===== config.mk =====
export PLATFORM = sky130hd
export DESIGN_NAME = fetch_unit
export DESIGN_NICKNAME = d
export VERILOG_FILES = /design/src/rtl/mips_pkg.sv /design/src/rtl/pc_next_logic.sv /design/src/rtl/fetch_unit.sv
export SDC_FILE = /design/constraint.sdc
export NUM_CORES = 1
export LEC_CHECK = 0
export BUFFER_PORTS_ARGS = -buffer_cell sky130_fd_sc_hd__buf_4
export CAP_MARGIN = 20
export CORE_UTILIZATION = 49
export CTS_BUF_LIST = sky130_fd_sc_hd__clkbuf_4 sky130_fd_sc_hd__clkbuf_8
export CTS_CLUSTER_DIAMETER = 60
export DETAILED_ROUTE_END_ITERATION = 6
export GPL_TIMING_DRIVEN = 0
export MAX_ROUTING_LAYER = met4
export PLACE_DENSITY_LB_ADDON = 0.3
export SKIP_CTS_REPAIR_TIMING = 1
export SLEW_MARGIN = 20
export SYNTH_ARGS = -nofsm -noshare
export SYNTH_HDL_FRONTEND = slang
export SYNTH_HIERARCHICAL = 1
export SYNTH_SLANG_ARGS = --single-unit

===== constraint.sdc =====
create_clock -name clk -period 9.6 [get_ports clk]
set_input_delay 1.92 -clock clk [delete_from_list [all_inputs] [get_ports clk]]
set_output_delay 1.92 -clock clk [all_outputs]
set_load 0.05 [all_outputs]

===== src/rtl/mips_pkg.sv =====
// mips_pkg: shared definitions for the MIPS instruction-fetch stage.
//   - fetch FSM state encoding
//   - instruction field bounds (opcode, jump target, immediate)
//   - default reset PC
//   - helper that turns a beq immediate into a 32-bit byte offset
package mips_pkg;

  typedef enum logic [1:0] {
    ST_IDLE  = 2'd0,
    ST_FETCH = 2'd1,
    ST_EXEC  = 2'd2
  } fetch_state_e;

  localparam int OP_MSB   = 31;
  localparam int OP_LSB   = 26;
  localparam int JUMP_MSB = 25;
  localparam int JUMP_LSB = 0;
  localparam int IMM_MSB  = 15;
  localparam int IMM_LSB  = 0;

  localparam logic [31:0] DEFAULT_RESET_PC = 32'h0000_0000;

  // Word offset in the immediate: sign-extend and scale to bytes.
  function automatic logic [31:0] branch_offset(input logic [15:0] imm);
    return {{14{imm[15]}}, imm, 2'b00};
  endfunction

endpackage


===== src/rtl/pc_next_logic.sv =====
// pc_next_logic: combinational next-PC selection for the fetch stage.
// Ports:
//   pc_plus4_i  - current PC + 4
//   instr_i     - latched instruction under execution
//   branch_i    - conditional branch (beq) from control
//   zero_i      - ALU result-is-zero flag
//   selMuxPC2_i - jump from control
//   next_pc_o   - selected next PC (jump > taken branch > sequential)
module pc_next_logic
  import mips_pkg::*;
(
  input  logic [31:0] pc_plus4_i,
  input  logic [31:0] instr_i,
  input  logic        branch_i,
  input  logic        zero_i,
  input  logic        selMuxPC2_i,
  output logic [31:0] next_pc_o
);

  logic [31:0] jump_target_s;
  logic [31:0] branch_target_s;
  logic        unused_op_s;

  assign jump_target_s   = {pc_plus4_i[31:28], instr_i[JUMP_MSB:JUMP_LSB], 2'b00};
  assign branch_target_s = pc_plus4_i + branch_offset(instr_i[IMM_MSB:IMM_LSB]);
  // The opcode field is decoded by the control unit, not here.
  assign unused_op_s     = ^instr_i[OP_MSB:OP_LSB];

  // Priority select: a jump overrides a simultaneously taken branch.
  always_comb begin
    next_pc_o = pc_plus4_i;
    if (selMuxPC2_i) begin
      next_pc_o = jump_target_s;
    end else if (branch_i && zero_i) begin
      next_pc_o = branch_target_s;
    end else begin
      next_pc_o = pc_plus4_i;
    end
  end

endmodule


===== src/rtl/fetch_unit.sv =====
// fetch_unit: instruction-fetch stage of the single-cycle MIPS core.
// Owns the PC, fetches over a req/ack handshake, and holds the instruction
// for its one-cycle execution slot.
// Ports:
//   clk, rst       - clock, asynchronous active-high reset
//   halt           - park in IDLE at the next fetch decision point
//   imem_req/addr  - fetch request and address (address is always the PC)
//   imem_ack/rdata - memory response; honoured only in FETCH
//   instr, op      - latched instruction and its opcode field
//   instr_valid    - one cycle per instruction (EXEC); commit strobe
//   pc_plus4       - PC + 4
//   branch, selMuxPC2, zero - PC update controls from control unit / ALU
module fetch_unit
  import mips_pkg::*;
#(
  parameter logic [31:0] RESET_PC = DEFAULT_RESET_PC
) (
  input  logic        clk,
  input  logic        rst,
  input  logic        halt,
  output logic        imem_req,
  output logic [31:0] imem_addr,
  input  logic        imem_ack,
  input  logic [31:0] imem_rdata,
  output logic [31:0] instr,
  output logic [5:0]  op,
  output logic        instr_valid,
  output logic [31:0] pc_plus4,
  input  logic        branch,
  input  logic        selMuxPC2,
  input  logic        zero
);

  fetch_state_e state_q, state_d;
  logic [31:0]  pc_q, pc_d;
  logic [31:0]  instr_q, instr_d;
  logic [31:0]  next_pc_s;

  pc_next_logic u_pc_next_logic (
    .pc_plus4_i  (pc_plus4),
    .instr_i     (instr_q),
    .branch_i    (branch),
    .zero_i      (zero),
    .selMuxPC2_i (selMuxPC2),
    .next_pc_o   (next_pc_s)
  );

  // Outputs are pure decodes of registered state, so reset clears
  // imem_req in the same cycle it is asserted.
  assign imem_req    = (state_q == ST_FETCH);
  assign imem_addr   = pc_q;
  assign instr       = instr_q;
  assign op          = instr_q[OP_MSB:OP_LSB];
  assign instr_valid = (state_q == ST_EXEC);
  assign pc_plus4    = pc_q + 32'd4;

  // State, PC and instruction latch registers.
  always_ff @(posedge clk or posedge rst) begin
    if (rst) begin
      state_q <= ST_IDLE;
      pc_q    <= RESET_PC;
      instr_q <= 32'h0000_0000;
    end else begin
      state_q <= state_d;
      pc_q    <= pc_d;
      instr_q <= instr_d;
    end
  end

  // Next-state logic: PC moves only in EXEC, instr latches only on an ack in FETCH.
  always_comb begin
    state_d = state_q;
    pc_d    = pc_q;
    instr_d = instr_q;
    case (state_q)
      ST_IDLE: begin
        if (halt) begin
          state_d = ST_IDLE;
        end else begin
          state_d = ST_FETCH;
        end
      end
      ST_FETCH: begin
        // halt is deliberately ignored here so an issued request completes.
        if (imem_ack) begin
          instr_d = imem_rdata;
          state_d = ST_EXEC;
        end else begin
          state_d = ST_FETCH;
        end
      end
      ST_EXEC: begin
        pc_d = next_pc_s;
        if (halt) begin
          state_d = ST_IDLE;
        end else begin
          state_d = ST_FETCH;
        end
      end
      default: begin
        state_d = ST_IDLE;
      end
    endcase
  end

endmodule

# After elaboration in Yosys (flattened, before gate mapping)

Index checks and enable logic that the tools add are counted.

Add/sub/neg operators: 2
Multipliers: 0
Div/mod/pow operators: 0
Order comparisons: 0
Eq/ne operators: 2
Shift operators: 0
Muxes and demuxes: 5
Bitwise logic cells: 0
Reductions and logical operators: 4

Operators with widths:

| operator                                            | count |
|---|---|
| 2-to-1 mux 32 bit                                   | 2 |
| adder 32 x 3 -> 32 bit, second input constant       | 1 |
| adder 32 bit                                        | 1 |
| one-hot mux 2 bit (2 select lines)                  | 1 |
| equality test 2 x 1 -> 1 bit, second input constant | 1 |
| equality test 2 bit, second input constant          | 1 |
| zero test 2 bit                                     | 1 |
| 2-to-1 mux 2 bit                                    | 1 |
| AND reduction 2 bit                                 | 1 |
| OR reduction 2 bit                                  | 1 |
| logical AND 1 bit                                   | 1 |
| 2-to-1 mux 1 bit                                    | 1 |

Register bits after elaboration: 66
Bits in latches: 0
Memory bits (writable): 0
Bits in read-only memories: 0
Input bits: 39
Memories kept: 0

# Logic depth before layout (Yosys ltp)

Gate-level depths: netlist of run 1.

Word-level depth: 4
Gate-level depth with buffers: 16
Gate-level depth less buffers: 15

# Modules after synthesis

The synthesis of run 1 kept the hierarchy.

By module, submodules not included:

| module        | times used | cells each | area an instance (um^2) | sequential area each (um^2) |
|---|---|---|---|---|
| fetch_unit    | 1          | 228        | 3061.7                  | 1651.6 |
| pc_next_logic | 1          | 327        | 2227.1                  | 0.0 |

# Worst setup path before layout of run 1

OpenSTA, ideal clock, no wires.

Path kind: reg-to-reg
Start point: reg pc_q[2], in the netlist imem_addr[2]
End point: reg pc_q[25], in the netlist imem_addr[25]
Library setup time: 0.125 ns
Arrival time: 4.610 ns
Required time: 9.475 ns
Setup slack: 4.865 ns
Stages on the path, launching flop included: 16
Cell sequence: dfrtp_1 ha_1 nand3_1 nor4_4 nand4_1 xnor2_1 ha_1 a21oi_1 inv_1 a221o_1 a21oi_2 o41ai_4 a41oi_2 xor2_1 o221ai_2 mux2_2

Longest elaborated chain between the ends: 4

Ends and longest elaborated chain:

| what                   | RTL line            | text |
|---|---|---|
| from (decl)            | fetch_unit.sv:35    | `logic [31:0] pc_q, pc_d;` |
| from (signal assigned) | fetch_unit.sv:65    | `pc_q <= pc_d;` |
| adder 32 x 3 -> 32 bit | fetch_unit.sv:55    | `assign pc_plus4 = pc_q + 32'd4;` |
| net pc_plus4[18]       | fetch_unit.sv:28    | `output logic [31:0] pc_plus4,` |
| adder 32 bit           | pc_next_logic.sv:25 | `assign branch_target_s = pc_plus4_i + branch_offset(instr_i[IMM_MSB:IMM_LSB]);` |
| 2-to-1 mux 32 bit      | pc_next_logic.sv:34 | `end else if (branch_i && zero_i) begin` |
| 2-to-1 mux 32 bit      | pc_next_logic.sv:32 | `if (selMuxPC2_i) begin` |
| net next_pc_s[25]      | fetch_unit.sv:37    | `logic [31:0] next_pc_s;` |

The timed path passes the listed nets, and every way through them passes these cells.
A chain may end at the register's enable or synchronous reset.

# Worst setup path after layout of run 1

Start point: reg pc_q[2], in the netlist imem_addr[2]
End point: out pc_plus4[26]

Longest elaborated chain between the ends: 1

Ends and longest elaborated chain:

| what                   | RTL line |
|---|---|
| adder 32 x 3 -> 32 bit | fetch_unit.sv:55 |
| to (decl)              | fetch_unit.sv:28 |

Every way passes these cells.

==> impl_metrics.yaml, run 1 <==
sta:
  rsz0062_at_grt: "false"
  hold_violations: 0
  maxSlewViolCount: 0
  fin_skew_ps: 7.40
  max_freq_mhz: 219
  setup_tns_ps: 0
  finalCriticalPeriod_ps: 4560
  tightestPinTransition_ps: 851
  setup_viol: 0
  slew_headroom: 0.432
  finalCritPeriodShare: 0.475
yosys:
  synth_edf_count: 0
  synth_fp_nets: 625
  yosysSeqAreaShare: 0.312
  ys_ff_latch: 66
  syn_area_per_cell_sq_um: 9.53
  synthFlopType: "dfrtp_1"
  synthesis.instances: 555
  ys_warn_count: 6
  ys_types: 63
  netlist_area_sq_um: 5290
  synthArstFlopShare: 1.00
global_routing:
  antenna_found_initial: 0
  grt_pass1_wl_microns: 24100
  track_usage: 0.285
  grt_overflow_total: 0
  grt_max_degree: 35
  grt_pass1_vias: 4656
clock_tree:
  cts.path.max_buffers: 2
  htree_levels: 3
  clock-sinks: 66
  cts_inserted_buffers: 9
  cts_tree: "built"
  clk-insertion-delay-late_ps: 370
  clkSlewWorstSetupHoldPaths_ps: 80
  cts_root_buf: "clkbuf_8"
setup_path:
  cp_max_fo: 8
  worst_ep_arrival_time_ps: 2640
  cpMostUsedCell: "nand3_1"
  cpLargestDelayFamily: "simple AND/OR/NAND/NOR gates"
  cp.required_ps: 7680
  path_class: "register to output pin"
  start_kind: "register"
  crit_path_max_incr_delay_ps: 500
  path_cells: "ha_1 > nand3_1 > nor4_4 > nand3_1 > xnor2_1 > buf_4"
  critPathSlowestCell: "nor4_4"
  worst-path-buf-inv: 1
  endpoint_kind: "output pin"
placement:
  routabilityCongestion: 0.939
  io_buffers: 141
  dpl.hpwl_microns: 11900
route:
  drc: 0
  wl_microns: 15400
  drt-initial-drc-count: 385
  dr.pass1.iters: 4
  wl_per_cell_microns: 18.1
  routed_via_density: 5.73
  ant_nets: 0
  vias: 4862
floorplanning:
  die_h_microns: 106
  num_io_pins: 143
  die_w_microns: 106
  dieArea_sq_um: 11200
  core_sq_um: 10400
  rows: 37
  start_util: 0.508
layout:
  n_antenna_cell: 0
  syn_to_final_growth_pct: 27.6
  drive_gt1_frac: 0.379
  nets: 778
outcome:
  status: "completed"
min_path:
  min_path_type: "register to register"
job:
  maxCapViolCount: 0
[final timing paths]
kind	slack (ps)	end	depth (start not counted)	from
hold reg to reg	500	state_q[0]	1	state_q[0]
max in group asynchronous	7510	imem_addr[16]	3	rst
hold / removal	500	state_q[0]	1	state_q[0]
min in group asynchronous	1550	instr[27]	2	rst
setup / recovery	5040	pc_plus4[26]	6	imem_addr[2]
setup reg to reg	5150	imem_addr[27]	15	imem_addr[2]
[kinds of logic after synthesis]
kind of cell / count (synthesis) / share of synthesized area
compound gates: 136 / 0.170
xor+xnor: 54 / 0.0894
fa+ha+maj: 31 / 0.0748
buf+inv: 45 / 0.0494
flops: 66 / 0.312
mux: 77 / 0.162
simple gates: 146 / 0.143
[layout make-up]
cell class,instances,area (sq um)
inverters,12,47.5
flip-flops and latches,66,1650
multi-input cells,444,3380
plain buffers,33,216
clock buffers,9,124
fillers,861,3670
repair buffers,142,1080
clock inverters,7,85.1
well taps,136,170
[registers in the layout, indices dropped and copies added, names as in the netlist]
name       cells
state_q        2
instr         32
imem_addr     32
[worst reg2reg max path: cells and delay by family (launching register included)]
family          cells  cell delay, ps
buf+inv             1              60
fa+ha+maj           2             580
flops               1             430
xor+xnor            2             660
simple gates        3             920
compound gates      6            1410
mux                 1             280
[through the flow]
step                      cells  hold slack (ps)  setup WS (ps)  utilization  instance area, sq um
after floorplan             555              448           4870            -                  5290
after global placement      832              465           5200        0.626                  6520
after detailed placement    833              497           5240        0.628                  6540
after CTS                   849              508           5060        0.648                  6750
after global routing        849              526           4860        0.648                  6750
final                       849              502           5040        0.648                  6750
[metal layers]
metal | wire length [microns] | vias to the layer above | share of wire | GRT usage
met5 | 0 | - | 0 | -
met4 | 270 | 0 | 0.018 | 0.0913
met3 | 1110 | 20 | 0.072 | 0.0662
met2 | 6950 | 207 | 0.45 | 0.423
met1 | 7060 | 2323 | 0.46 | 0.386
li1 | - | 2312 | - | -
[synthesized netlist by cell type (all sizes together), types with 2 or more instances]
cell type  instances  area share
o21bai             3      0.0043
and2               4      0.0050
nand4b             2      0.0033
nor2b              3      0.0035
dfrtp             66        0.31
o221ai             4      0.0078
ha                30       0.071
and4               6       0.010
a211oi             3      0.0052
xor2              17       0.028
nor2              29       0.021
nand3             16       0.015
o21ai             40       0.041
nand2b             3      0.0035
nor3               2      0.0019
a21oi             41       0.042
mux2              67        0.14
clkbuf             9       0.010
nand4             12       0.017
mux2i             10       0.019
a21o              21       0.030
o31a               2      0.0033
a41oi              2      0.0047
nand2             57       0.040
and3               6      0.0073
o211ai             3      0.0043
inv               12      0.0085
o21a               2      0.0028
a31oi              8      0.0095
buf               23       0.029
xnor2             37       0.061
[cell usage in the layout, fill, tap and decap left out, drive strengths merged, types with 4 or more instances in the layout]
master / n
dfrtp: 66
buf: 165
and2: 4
o21ai: 40
and4: 6
a31oi: 8
mux2i: 10
inv: 15
o221ai: 4
xor2: 17
a21o: 21
nand2: 57
nand4: 12
nor2: 29
mux2: 67
nand3: 16
clkbuf: 18
and3: 6
xnor2: 37
ha: 30
a21oi: 41
Power of run 1 is left out: the tool's default activity adds up to more than one toggle a clock period on the data nets, which glitch-free logic cannot reach.
==> inputs of run 2 (changes only) <==
==> constraint.sdc (replaced) <==
create_clock -name clk -period 4 [get_ports clk]
set_input_delay 0.8 -clock clk [delete_from_list [all_inputs] [get_ports clk]]
set_output_delay 0.8 -clock clk [all_outputs]
set_load 0.05 [all_outputs]
==> run 2 against run 1 <==
Against the previous run: worst hold slack got worse by 120 ps; first-iteration DRC count is 20% lower; clock skew about the same; non-clock buffer count rose by 5; design area up 6.5%.
==> impl_metrics.yaml, run 2 (same netlist as run 1, synthesis figures left out) <==
outcome:
  status: "completed"
route:
  wl_per_cell_microns: 19.1
  vias: 5041
  ant_nets: 0
  drc: 0
  routed_via_density: 5.90
  dr.pass1.iters: 5
  wl_microns: 16300
  drt-initial-drc-count: 307
layout:
  n_antenna_cell: 0
  syn_to_final_growth_pct: 35.9
  fin_area_sq_um: 7190
  final_common_cell: "buf_4"
  nets: 783
  final_cell_mix: "159 x buf_4, 67 x mux2_2, 56 x nand2_1, 49 x dfrtp_1, 36 x a21oi_1"
  drive_gt1_frac: 0.450
  fin_cells: 854
placement:
  place_inst: 833
  io_buffers: 141
  dpl.hpwl_microns: 12400
  placed_cell_area_sq_um: 6890
  dp_worst_setup_slack_ps: -348
  routabilityCongestion: 0.905
sta:
  finalCriticalPeriod_ps: 3830
  setup_viol: 0
  max_freq_mhz: 261
  setup_slack_ps: 173
  tightestPinTransition_ps: 916
  hold_violations: 0
  slew_headroom: 0.389
  maxSlewViolCount: 0
  finalCritPeriodShare: 0.957
  rsz0062_at_grt: "false"
  fin_skew_ps: 7.52
global_routing:
  antenna_found_initial: 0
  track_usage: 0.309
  grt_pass1_wl_microns: 26000
  grt_overflow_total: 0
  grt_pass1_vias: 4954
  grt_max_degree: 51
floorplanning:
  start_util: 0.508
  core_sq_um: 10400
  die_w_microns: 106
  num_io_pins: 143
  dieArea_sq_um: 11200
  rows: 37
  die_h_microns: 106
job:
  maxCapViolCount: 0
setup_path:
  crit_path_max_incr_delay_ps: 440
  path_cells: "and4_1 > nor4b_4 > buf_4 > nand3_1 > xnor2_4 > ha_1 > a21oi_1 > o21ai_0 > a21o_1 > a21oi_1 > a21oi_2 > a311oi_2 > or4_1 > nand3_1 > mux2_2"
  start_kind: "register"
  cp_max_fo: 7
  worst_ep_arrival_time_ps: 4070
  cp.required_ps: 4250
  path_class: "register to register"
  critPathSlowestCell: "dfrtp_2"
  endpoint_kind: "register"
clock_tree:
  cts_root_buf: "clkbuf_8"
  htree_levels: 3
  clk-insertion-delay-late_ps: 350
  cts_tree: "built"
  cts_inserted_buffers: 9
  clock-sinks: 66
  clkSlewWorstSetupHoldPaths_ps: 80
  cts.path.max_buffers: 2
min_path:
  min_path_type: "primary input to asynchronous set/reset pin"
run 2: final cells by class:
| type | count | area [sq um] |
|---|---|---|
| Clock buffer | 9 | 124 |
| Inverter | 12 | 47.5 |
| Sequential cell | 66 | 1670 |
| Timing Repair Buffer | 147 | 1120 |
| Clock inverter | 7 | 125 |
| Fill cell | 798 | 3230 |
| Multi-Input combinational cell | 444 | 3700 |
| Buffer | 33 | 221 |
| Tap cell | 136 | 170 |
run 2: metal layers:
layer	routed length [microns]	vias to the layer above	GRT usage
met5	0	-	-
met3	997	36	0.0515
met2	7910	213	0.490
li1	-	2320	-
met1	7100	2472	0.405
met4	337	0	0.0962
run 2: stage by stage:
| step | hold WS [ps] | setup TNS (ps) | util |
|---|---|---|---|
| finish | 384 | 0 | 0.690 |
| global route | 377 | 0 | 0.690 |
| global placement | 458 | -1320 | 0.658 |
| floorplan | 448 | -46.3 | - |
| CTS | 370 | -1790 | 0.685 |
| detailed placement | 498 | -1410 | 0.661 |
run 2: critical path: cells and delay by family, from the launching register on:
kind	cells	cell delay (ps)
and+or+nand+nor	5	970
xor gates and xnor gates	1	190
muxes	1	260
DFF	1	440
adders and majority gates	1	380
buffers and inverters	1	200
AOI/OAI and AO/OA	6	1270
run 2: final timing paths:
check                           endpoint          from  slack (ps)  cells past startpoint
setup / recovery           imem_addr[30]  imem_addr[4]         170                     15
hold reg to reg               state_q[0]    state_q[0]         500                      1
hold / removal                 instr[26]           rst         380                      2
setup reg to reg           imem_addr[30]  imem_addr[4]         170                     15
min in group clk              state_q[0]    state_q[0]         500                      1
max in group asynchronous  imem_addr[12]           rst        3050                      3
Power of run 2 is left out for the same reason.
